--- config.mk ---
export PLATFORM = sky130hd
export DESIGN_NAME = lcd_driver
export DESIGN_NICKNAME = d
export VERILOG_FILES = /design/src/rtl/lcd_driver.sv
export SDC_FILE = /design/constraint.sdc
export NUM_CORES = 1
export LEC_CHECK = 0
export CAP_MARGIN = 20
export CORE_MARGIN = 2
export CORE_UTILIZATION = 45
export CTS_CLUSTER_SIZE = 10
export DETAILED_ROUTE_END_ITERATION = 12
export HOLD_SLACK_MARGIN = 0.05
export PLACE_DENSITY = 0.66
export SETUP_SLACK_MARGIN = 0.15
export SLEW_MARGIN = 20
export SYNTH_ARGS = -nofsm -noshare
export SYNTH_HDL_FRONTEND = slang
export SYNTH_SLANG_ARGS = --single-unit
--- constraint.sdc ---
create_clock -name clock -period 3.17 [get_ports clock]
set_clock_uncertainty 0.2 [all_clocks]
set_input_delay 0.4755 -clock clock [delete_from_list [all_inputs] [get_ports clock]]
set_output_delay 0.4755 -clock clock [all_outputs]
set_load 0.02 [all_outputs]
--- src/rtl/lcd_driver.sv ---
// HD44780 16x2 character LCD sink: accepts 32-bit words of up to four ASCII bytes
// and replays them as timed address/data bus transactions, tracking a cursor per line.
module lcd_driver #(
  parameter int SETUP_CYC      = 4,
  parameter int EN_CYC         = 25,
  parameter int CMD_WAIT_CYC   = 2000,
  parameter int CLEAR_WAIT_CYC = 82000,
  parameter int POWERUP_CYC    = 750000
) (
  input  logic        clock,
  input  logic        reset,
  input  logic        wr_valid,
  output logic        wr_ready,
  input  logic        wr_line,
  input  logic [31:0] wr_data,
  output logic [7:0]  lcd_data,
  output logic        lcd_rs,
  output logic        lcd_rw,
  output logic        lcd_en,
  output logic        lcd_on
);

  typedef enum logic [2:0] {
    POWERUP,
    INIT,
    IDLE,
    NEXT,
    ADDR,
    CHAR
  } state_t;

  typedef enum logic [1:0] {
    PH_SETUP,
    PH_EN,
    PH_WAIT
  } phase_t;

  state_t      state;
  phase_t      phase;
  logic [31:0] cnt;
  logic [31:0] wait_len;
  logic [1:0]  init_idx;
  logic [31:0] word;
  logic        line;
  logic [1:0]  idx;
  logic [3:0]  cursor0;
  logic [3:0]  cursor1;

  logic [7:0]  sel_byte;
  logic [3:0]  cur_pos;
  logic [7:0]  addr_cmd;
  logic [7:0]  next_init_cmd;
  logic [31:0] next_init_wait;
  logic        bus_active;
  logic        step_done;

  assign lcd_rw = 1'b0;
  assign lcd_on = 1'b1;

  always_comb begin
    sel_byte = word[31:24];
    case (idx)
      2'd3:    sel_byte = word[31:24];
      2'd2:    sel_byte = word[23:16];
      2'd1:    sel_byte = word[15:8];
      default: sel_byte = word[7:0];
    endcase
  end

  assign cur_pos  = line ? cursor1 : cursor0;
  assign addr_cmd = {1'b1, line, 2'b00, cur_pos};

  // Successor of the command currently on the bus during INIT; 0x01 needs the long settle.
  always_comb begin
    next_init_cmd  = 8'h38;
    next_init_wait = 32'(CMD_WAIT_CYC);
    case (init_idx)
      2'd0: next_init_cmd = 8'h0C;
      2'd1: begin
        next_init_cmd  = 8'h01;
        next_init_wait = 32'(CLEAR_WAIT_CYC);
      end
      2'd2: next_init_cmd = 8'h06;
      default: next_init_cmd = 8'h38;
    endcase
  end

  assign bus_active = (state == INIT) || (state == ADDR) || (state == CHAR);
  assign step_done  = bus_active && (phase == PH_WAIT) && (cnt == 32'd0);

  always_ff @(posedge clock or posedge reset) begin
    if (reset) begin
      state    <= POWERUP;
      phase    <= PH_SETUP;
      cnt      <= 32'd0;
      wait_len <= 32'd0;
      init_idx <= 2'd0;
      word     <= 32'd0;
      line     <= 1'b0;
      idx      <= 2'd0;
      cursor0  <= 4'd0;
      cursor1  <= 4'd0;
      wr_ready <= 1'b0;
      lcd_en   <= 1'b0;
      lcd_rs   <= 1'b0;
      lcd_data <= 8'h00;
    end else begin
      // Shared SETUP -> EN -> WAIT sequencer; a finished WAIT is handled per state below.
      if (bus_active && !step_done) begin
        if (cnt != 32'd0) begin
          cnt <= cnt - 32'd1;
        end else if (phase == PH_SETUP) begin
          phase  <= PH_EN;
          lcd_en <= 1'b1;
          cnt    <= 32'(EN_CYC - 1);
        end else begin
          phase  <= PH_WAIT;
          lcd_en <= 1'b0;
          cnt    <= wait_len - 32'd1;
        end
      end

      case (state)
        POWERUP: begin
          if (cnt == 32'(POWERUP_CYC - 1)) begin
            state    <= INIT;
            init_idx <= 2'd0;
            lcd_data <= 8'h38;
            lcd_rs   <= 1'b0;
            phase    <= PH_SETUP;
            cnt      <= 32'(SETUP_CYC - 1);
            wait_len <= 32'(CMD_WAIT_CYC);
          end else begin
            cnt <= cnt + 32'd1;
          end
        end

        INIT: begin
          if (step_done) begin
            if (init_idx == 2'd3) begin
              state    <= IDLE;
              wr_ready <= 1'b1;
            end else begin
              init_idx <= init_idx + 2'd1;
              lcd_data <= next_init_cmd;
              lcd_rs   <= 1'b0;
              phase    <= PH_SETUP;
              cnt      <= 32'(SETUP_CYC - 1);
              wait_len <= next_init_wait;
            end
          end
        end

        IDLE: begin
          if (wr_valid && wr_ready) begin
            word     <= wr_data;
            line     <= wr_line;
            idx      <= 2'd3;
            wr_ready <= 1'b0;
            state    <= NEXT;
          end
        end

        NEXT: begin
          if (sel_byte == 8'h00) begin
            if (idx == 2'd0) begin
              state    <= IDLE;
              wr_ready <= 1'b1;
            end else begin
              idx <= idx - 2'd1;
            end
          end else begin
            state    <= ADDR;
            lcd_data <= addr_cmd;
            lcd_rs   <= 1'b0;
            phase    <= PH_SETUP;
            cnt      <= 32'(SETUP_CYC - 1);
            wait_len <= 32'(CMD_WAIT_CYC);
          end
        end

        ADDR: begin
          if (step_done) begin
            state    <= CHAR;
            lcd_data <= sel_byte;
            lcd_rs   <= 1'b1;
            phase    <= PH_SETUP;
            cnt      <= 32'(SETUP_CYC - 1);
            wait_len <= 32'(CMD_WAIT_CYC);
          end
        end

        CHAR: begin
          if (step_done) begin
            if (line) cursor1 <= cursor1 + 4'd1;
            else      cursor0 <= cursor0 + 4'd1;
            if (idx == 2'd0) begin
              state    <= IDLE;
              wr_ready <= 1'b1;
            end else begin
              idx   <= idx - 2'd1;
              state <= NEXT;
            end
          end
        end

        default: state <= POWERUP;
      endcase
    end
  end

endmodule

==> flow_summary.toml, run 1 <==
[run_status]
status = "complete, no violations"

[power_and_ir_drop]
pwr-share-comb_pct = 3.0
irDropWorstVdd_mv = 0.245
p_seq_share_pct = 48.1
p_leak_nw = 3.51
p_sw_w = 0.000568
power.density_nw_per_um2 = 310
clkPwrFrac_pct = 48.9
switching_share_pct = 22.3
power_w = 0.00254
p_int_w = 0.00198

[clock_tree]
cts_buffers = 9
clkLatencyLatePin_ns = 0.37
htreeDepth = 3
cts_tree = "done"
root_buffer = "clkbuf_16"
clock_sinks = 96
cts_max_path_buffers = 2
clkTransAtPathRegs_ns = 0.07

[drt]
firstDrtPassIters = 6
drc_errors = 0
drtAntennaViolNets = 0
drtIter0Drc = 466
wl_um = 19600
viasPerCell = 6.17
via_count = 6111
wl_per_cell_um = 19.8

[critical_path]
cpMaxStageDelayCell = "dfrtp_2"
rr_worst_depth = 11
r2r_slack_ns = 0.19
cp.required_ns = 3.21
crit_fanout = 13
cp_slowest_stage_delay_ns = 0.44
endpoint_kind = "flop"
timing.rr.end = "cnt[13]"
startpoint_type = "flop"
reg2reg_from = "cnt[0]"
path_class = "flop to flop"
critPathArrivalTime_ns = 3.02
critPathMostFrequentCell = "buf_4"
crit_path_cell_trace = "inv_1 > ha_1 > or3b_4 > nor4_4 > buf_4 > buf_4 > nand3_4 > o21a_4 > buf_4 > a21oi_1 > o32ai_4"

[floorplanning]
die_area_um2 = 15500
io_pins = 49
core-area_um2 = 14400
die_y_um = 125
dieWidth_um = 125
rows = 44
start_util_pct = 45.6

[placed_design]
dp_worst_setup_slack_ns = 0.0343
hpwl_um = 13500
gp_congestion = 0.951
port-buffer-count = 46

[sta]
period_share_pct = 94.1
min_period_ns = 2.98
finalHoldViolations = 0
drv_slew = 0
worst-slew-pin-transition_ns = 0.760
setup_tns_ns = 0
relSlewSlack_pct = 49.2
rsz0062_at_grt = "true"
fmax_mhz = 335
fin_ws_ns = 0.186
setup_viol = 0

[synthesis]
ys_warn_count = 0
yosys_most_used_dff = "dfrtp_1"
synth-seq-cells = 96
ys_seq_area_share_pct = 36.7
synth.avg_cell_area_um2 = 8.87
syn_nets = 793
syn_inst = 738
synth_cell_types = 70
netlist_area_um2 = 6550
async_reset_ff_share_pct = 100
synth_edf_count = 0

[final_layout]
final_nets = 857
diodes = 0
n_fill_cell = 1289
area_growth_pct = 25.4
drive_above_1_share_pct = 22.7

[global_routing]
first_global_vias = 5892
grt_max_degree = 36
antenna_found_initial = 0
grt_pass1_wl_um = 30100
grt_overflow = 0
groute.usage.overall_pct = 23.8

[worst_hold_path]
whs_path_depth = 1
hold_path.class = "flop to flop"
hold_start = "cursor0[3]"
min_to = "cursor0[3]"

[job]
max-cap-violations = 0
## layout make-up
| class | instances | area (um^2) | share of cell area [%] |
|---|---|---|---|
| Clock buffer | 9 | 225 | 2.74 |
| Tap cell | 184 | 230 | 2.80 |
| Sequential cell | 96 | 2400 | 29.3 |
| Clock inverter | 7 | 109 | 1.33 |
| Timing Repair Buffer | 121 | 1170 | 14.2 |
| Inverter | 20 | 82.6 | 1.01 |
| Multi-Input combinational cell | 554 | 3990 | 48.6 |
## worst max path at each step
stage | from | endpoint | slack (ns) | cells after the start
CTS | idx[1] | cnt[8] | 0.15 | 10
global route | idx[0] | cnt[5] | 0.11 | 10
finish | cnt[0] | cnt[13] | 0.19 | 11
global placement | idx[0] | cnt[8] | 0.12 | 10
floorplan | idx[0] | lcd_data[4] | 0.17 | 12
detailed placement | idx[0] | cnt[8] | 0.03 | 10
## per-layer routing
layer	share of wire, %	up-vias	track usage, %
met5	0	-	0
met4	3.1	0	10.3
met3	6.9	50	3.74
met2	49	251	40.1
met1	41	3000	30.2
li1	-	2810	-
## through the flow
| step | util, % | std cells | hold slack [ns] | cell area [um^2] |
|---|---|---|---|---|
| floorplan | - | 738 | 0.238 | 6550 |
| global placement | 51.6 | 956 | 0.261 | 7410 |
| detailed placement | 51.6 | 956 | 0.264 | 7410 |
| CTS | 54.2 | 973 | 0.278 | 7790 |
| global route | 57.1 | 991 | 0.301 | 8210 |
| finish | 57.1 | 991 | 0.273 | 8210 |
## cell usage in the layout (no fill, tap or decap), types with 5 or more instances in the layout
cell / instances
buf_12: 7
o22ai_1: 16
dfrtp_1: 95
a22oi_1: 10
nand2b_1: 8
a21o_1: 5
nand3_1: 20
nor4_1: 13
a211oi_1: 5
nor2_1: 66
clkdlybuf4s50_1: 46
and2_1: 7
o21ai_0: 28
and4_1: 7
nor3_1: 23
mux2i_1: 5
mux2_2: 36
xor2_1: 17
ha_1: 15
xnor2_1: 18
a21oi_1: 62
nand2_1: 53
inv_1: 16
nor2b_1: 6
and3_1: 7
nand4_1: 13
buf_4: 61
o32ai_2: 8
a31oi_1: 5
clkbuf_16: 11
## cells by family after synthesis
family,count (synthesis),share of synthesized area (%)
AOI/OAI and AO/OA,199,19.6
xor gates and xnor gates,35,4.68
adders and majority gates,19,3.63
buffers and inverters,88,6.31
DFF,96,36.7
muxes,44,7.65
other,2,0.115
and+or+nand+nor,255,21.3
## sequential cells by signal (all words and copies together) (netlist names)
signal and flops:
lcd_data 8, cursor1 4, lcd_rs 1, word 32, phase 2, init_idx 2, cursor0 4, wr_ready 1
state 3, wait_len 3, line 1, idx 2, cnt 32, lcd_en 1
## worst max-delay path: cells and delay by family, from the launching register on
family / cells / cell delay [ns]
buffers and inverters: 4 / 0.59
flip-flops: 1 / 0.44
AND/OR/NAND/NOR: 3 / 0.79
AO/OA/AOI/OAI: 3 / 0.68
adder cells (fa/ha/maj): 1 / 0.15
## power by group through the flow
stage	logic (W)	clock network [W]	registers, W
2_1_floorplan	0.0000225	0	0.00125
3_3_place_gp	0.0000769	0	0.00125
3_5_place_dp	0.0000787	0	0.00125
4_1_cts	0.0000787	0.00126	0.00122
5_1_grt	0.0000840	0.00130	0.00122
6_report	0.0000759	0.00125	0.00122
## cells in the mapped netlist, types with 5 or more instances
master     n  share of area (%)
a211oi_1   5               0.57
and3_1     8               0.76
nor3_1    23                1.8
a22oi_1   10                1.1
clkbuf_1  39                2.2
dfrtp_1   96                 37
ha_1      19                3.6
o32ai_1   15                2.0
a21o_1     5               0.57
and4_1     7               0.94
a31oi_1    5               0.48
xor2_1    17                2.3
mux2i_1    5               0.76
buf_6      7                1.2
a21oi_1   66                5.0
nand2b_1   8               0.76
inv_1     20                1.1
o21ai_0   28                2.1
nand3_1   20                1.5
nand4_1   13                1.2
nor2b_1    6               0.57
mux2_2    36                6.2
o22ai_1   20                1.9
buf_2     17                1.3
nor2_1    66                3.8
nand2_1   53                3.0
nor4_1    13                1.2
and2_1     7               0.67
xnor2_1   18                2.4
## timing repair
item | in CTS | in global routing
resized for setup | 9 | 42
setup buffers | 1 | 15
pin swaps | 3 | 25
setup endpoints to repair | 15 | 24
cloned | 0 | 3
hold buffers | 0 | 0
(Power assumes the default switching activity.)
==> inputs of run 2 (changes only) <==
--- a/config.mk
+++ b/config.mk
@@ -12,7 +12,7 @@
 export DETAILED_ROUTE_END_ITERATION = 12
 export HOLD_SLACK_MARGIN = 0.05
 export PLACE_DENSITY = 0.66
-export SETUP_SLACK_MARGIN = 0.15
+export SETUP_SLACK_MARGIN = 0.3
 export SLEW_MARGIN = 20
 export SYNTH_ARGS = -nofsm -noshare
 export SYNTH_HDL_FRONTEND = slang
==> run 2 against run 1 <==
Clock-buffer cell count did not move; via count up 0.90%; sequential power about the same; worst setup slack worse by 0.035 ns; power down 4.4%; non-clock buffer count increased by 2; wire length increased by 0.31%; first-iteration DRC count increased by 40%; final cell count up 0.40%; final area shrank 0.91%; critical path depth is 3 lower; largest cell class unchanged; highest routed layer unchanged.
==> flow_summary.toml, run 2 (synthesis gave the netlist of run 1 again) <==
[global_routing]
groute.usage.overall_pct = 24.6
antenna_found_initial = 0
grt_max_degree = 97
first_global_vias = 5881
grt_overflow = 0
grt_pass1_wl_um = 31100

[drt]
drtIter0Drc = 653
via_count = 6166
viasPerCell = 6.20
wl_um = 19700
wl_per_cell_um = 19.8
drc_errors = 0
firstDrtPassIters = 8
drtAntennaViolNets = 0

[clock_tree]
cts_tree = "done"
cts_max_path_buffers = 2
root_buffer = "clkbuf_16"
clkLatencyLatePin_ns = 0.36
htreeDepth = 3
cts_buffers = 9
clock_sinks = 96
clkTransAtPathRegs_ns = 0.08
hold_buffers = 0

[floorplanning]
rows = 44
start_util_pct = 45.6
core-area_um2 = 14400
io_pins = 49
die_area_um2 = 15500
dieWidth_um = 125
die_y_um = 125

[sta]
setup_viol = 0
relSlewSlack_pct = 43.2
setup_tns_ns = 0
min_period_ns = 3.02
finalHoldViolations = 0
drv_slew = 0
fin_ws_ns = 0.151
worst-slew-pin-transition_ns = 0.843
period_share_pct = 95.2
rsz0062_at_grt = "true"
holdWs_ns = 0.271
fmax_mhz = 331

[placed_design]
hpwl_um = 13100
gp_congestion = 0.913
dp_worst_setup_slack_ns = 0.0971
port-buffer-count = 46

[final_layout]
reg_top3 = "cnt: 32 flops, word: 32 flops, lcd_data: 8 flops"
diodes = 0
area_growth_pct = 24.3
layout_commonest_cell = "dfrtp_1"
drive_above_1_share_pct = 23.7
final_nets = 861
final_cell_mix = "dfrtp_1 (93), buf_4 (66), nor2_1 (65)"

[critical_path]
crit_fanout = 15
cp.required_ns = 3.22
critPathArrivalTime_ns = 3.07
startpoint_type = "flop"
path_class = "flop to flop"
endpoint_kind = "flop"

[worst_hold_path]
hold_path.class = "flop to flop"

[power_and_ir_drop]
power.density_nw_per_um2 = 299
irDropWorstVdd_mv = 0.224
p_leak_nw = 3.50

[run_status]
status = "complete, no violations"

[job]
max-cap-violations = 0
run 2: cell type report:
type | count | area, um^2
clock buffer | 9 | 225
clock inverter | 7 | 77.6
fill | 1289 | 6230
inverter | 20 | 85.1
multi-input combinational | 555 | 3950
sequential | 96 | 2410
tap | 184 | 230
timing repair buffer | 123 | 1160
timing repair inverter | 1 | 5.00
run 2: final timing paths:
path	from	end	slack, ns	depth (start not counted)
setup / recovery	idx[0]	cnt[27]	0.15	8
hold / removal	cursor0[3]	cursor0[3]	0.27	1
setup reg to reg	idx[0]	cnt[27]	0.15	8
hold reg to reg	cursor0[3]	cursor0[3]	0.27	1
max in group asynchronous	reset	idx[1]	1.95	3
min in group asynchronous	reset	cursor1[1]	0.41	3
run 2: power breakdown:
group	internal [W]	total [W]	leakage, nW	switching, W
sequential	0.00122	0.00122	1.31	0
combinational	0.0000404	0.0000729	2.04	0.0000325
clock	0.000565	0.00114	0.147	0.000571
run 2: worst max-delay path, stage by stage, from the launching register on:
cell	delay (ns)
dfrtp_2	0.45
ha_2	0.26
a222oi_1	0.46
a21oi_2	0.16
nor4_4	0.30
a21boi_1	0.11
or3_4	0.42
clkbuf_16	0.22
o32ai_1	0.31
run 2: metrics by stage:
step	cell area [um^2]	instances	util, %	power, W
floorplan	6560	738	-	0.00127
global placement	7330	949	51.0	0.00132
detailed placement	7330	949	51.0	0.00132
CTS	7780	978	54.1	0.00245
global route	8140	995	56.6	0.00251
finish	8140	995	56.6	0.00243
run 2: timing repair:
action | in CTS | in global routing
resized for setup | 12 | 44
buffers inserted | 12 | 13
pin swaps | 5 | 11
endpoints found under the setup margin | 41 | 56
cloned | 1 | 4
run 2: metal layers:
layer	share of wire (%)	up-vias	GRT usage [%]
li1	-	2830	-
met1	41	3006	32.5
met2	49	283	41.3
met3	6.6	47	3.09
met4	2.8	0	9.39
met5	0	-	0
==> RTL change (config.mk and constraints of run 2) <==
Make the reset (`reset`) synchronous in one clocked block.
--- a/src/rtl/lcd_driver.sv
+++ b/src/rtl/lcd_driver.sv
@@ -88,7 +88,7 @@
   assign bus_active = (state == INIT) || (state == ADDR) || (state == CHAR);
   assign step_done  = bus_active && (phase == PH_WAIT) && (cnt == 32'd0);
 
-  always_ff @(posedge clock or posedge reset) begin
+  always_ff @(posedge clock) begin
     if (reset) begin
       state    <= POWERUP;
       phase    <= PH_SETUP;
Behaviour: same outputs for any inputs over 10 cycles, from zero or initial values and one cycle with reset high; that may be too few to reach the edited logic, so the function may still have changed.
==> RTL change against run 2 <==
Critical path depth up 2. Critical path type unchanged. Cell count up 7.5%. Worst setup slack better by 0.0020 ns. Area after synthesis down 5.8%. Largest cell class unchanged. Design area down 2.2%. Routed wire length up 0.22%. Utilization up 3.2 points. Sequential cell count unchanged.
Power is not compared: it rests on default switching activity, and its combinational part moved more than twofold at a synthesized area within 25%.
==> RTL change: results (changes against run 2) <==
Finish
  • Clock buf count: 10 (+1)
  • Seq area share: 24.3% (-5.3 points)
  • Fraction of area in multi-input gates: 52.9% (+4.4 points)
  • FF/Latch Area: 1930 um^2 (-20%)
  • Inverters: 24 (+14%)
  • Multi-In Gates: 629 (+13%)
  • Signal buffers share of area: 15.1% (+0.83 points)
  • Layout cells sized above 1: 21.1% (-2.5 points)
  • Layout clock area frac: 3.73% (+0.0057 points)
  • Nonclk buf count: 129 (+4.9%)
  • Biggest regs: cnt: 32 flops, word: 32 flops, lcd_data: 8 flops
  • Nets: 943 (+9.5%)

Hold path
  • Hold Crit Class: reg2reg

Logic synthesis
  • XOR/XNOR share of the synthesized area: 4.26% (-0.42 points)
  • Ys async rst share: 0% (-100 points)
  • Post-synthesis mux area share: 2.68% (-5.0 points)
  • Ranking of synthesized cells by area: dfxtp_1, nand2_1, a21oi_1
  • Most common flop cell mapped by yosys: dfxtp_1
  • Compound-Gate Fraction of Synth Area: 23.3% (+3.7 points)
  • Syn Inst Count: 817 (+11%)
  • Top cells by count, synth: nand2_1, dfxtp_1, a21oi_1, nor2_1, clkbuf_1
  • Adder-Cell Fraction of Synth Area: 3.65% (+0.021 points)
  • Syn nets: 871 (+9.8%)
  • Post-synthesis sequential area ratio: 31.2% (-5.5 points)

Timing
  • Hold WS: 0.260 ns (-0.0114 ns)
  • Tmin final: 3.02 ns (-0.00196 ns)

Run status
  • Outcome: completed

Placed design
  • DP Wirelength: 13.2 mm (+1.5%)
  • DP Area: 7040 um^2 (-3.8%)
  • Place WS: 0.00314 ns (-0.0940 ns)
  • Port Buffer Count: 46 (unchanged)
  • Post-Place Cells: 1,030 (+8.5%)
  • GPL Wtd Cong: 0.974 (+6.6%)

GRT
  • Met3 usage: 3.38% (+0.29 points)
  • Aggregate global-route resource usage: 26.5% (+1.9 points)
  • Vias in the first global route: 6,107 (+3.8%)
  • Met2 Resource Use GR: 44.8% (+3.6 points)
  • Met1 usage: 34.1% (+1.6 points)
  • Largest net degree at the start of global routing: 34 (-65%)
  • First-pass GRT wire length: 31.0 mm (-0.29%)

Drt
  • DRT iter0 DRCs: 600 (-8.1%)
  • Vias after detailed routing: 6,520 (+5.7%)
  • Wirelength per Cell: 18.4 um (-6.8%)
  • DRT Pass-1 Iters: 7 (-1)
  • Final wirelength: 19.7 mm (+0.22%)

Setup path
  • CP Max Fanout: 8 (-7)
  • CP Data Arrival Time: 3.10 ns (+0.03 ns)
  • Max stage delay on crit path: 0.50 ns (+0.04 ns)
  • Slowest cell on crit path: or4_4

CTS
  • H-tree Lvls: 3 (unchanged)
  • Clock root buffer master: clkbuf_16

Floorplan
  • Die ar.: 14,700 um^2 (-5.6%)
-- RTL change: repair_timing --
item,in CTS,in global routing
setup endpoints to repair,47,56
pin swaps,14,25
resized for setup,37,50
buffers inserted,11,9
gates cloned,2,2
-- RTL change: kinds of logic after synthesis --
family / Yosys count
AOI/OAI and AO/OA: 219
xor gates and xnor gates: 30
adders and majority gates: 18
buffers and inverters: 92
DFF: 96
muxes: 16
other: 2
and+or+nand+nor: 344
-- RTL change: worst paths after layout --
| kind | start | to | cells past startpoint |
|---|---|---|---|
| hold reg to reg | word[24] | word[24] | 2 |
| setup / recovery | idx[0] | cnt[10] | 10 |
| hold / removal | word[24] | word[24] | 2 |
| setup reg to reg | idx[0] | cnt[10] | 10 |
-- RTL change: layer usage --
layer  wire, um  share of wire (%)
met4        605                3.1
met2       9510                 48
met3       1370                7.0
met1       8210                 42
met5          0                  0
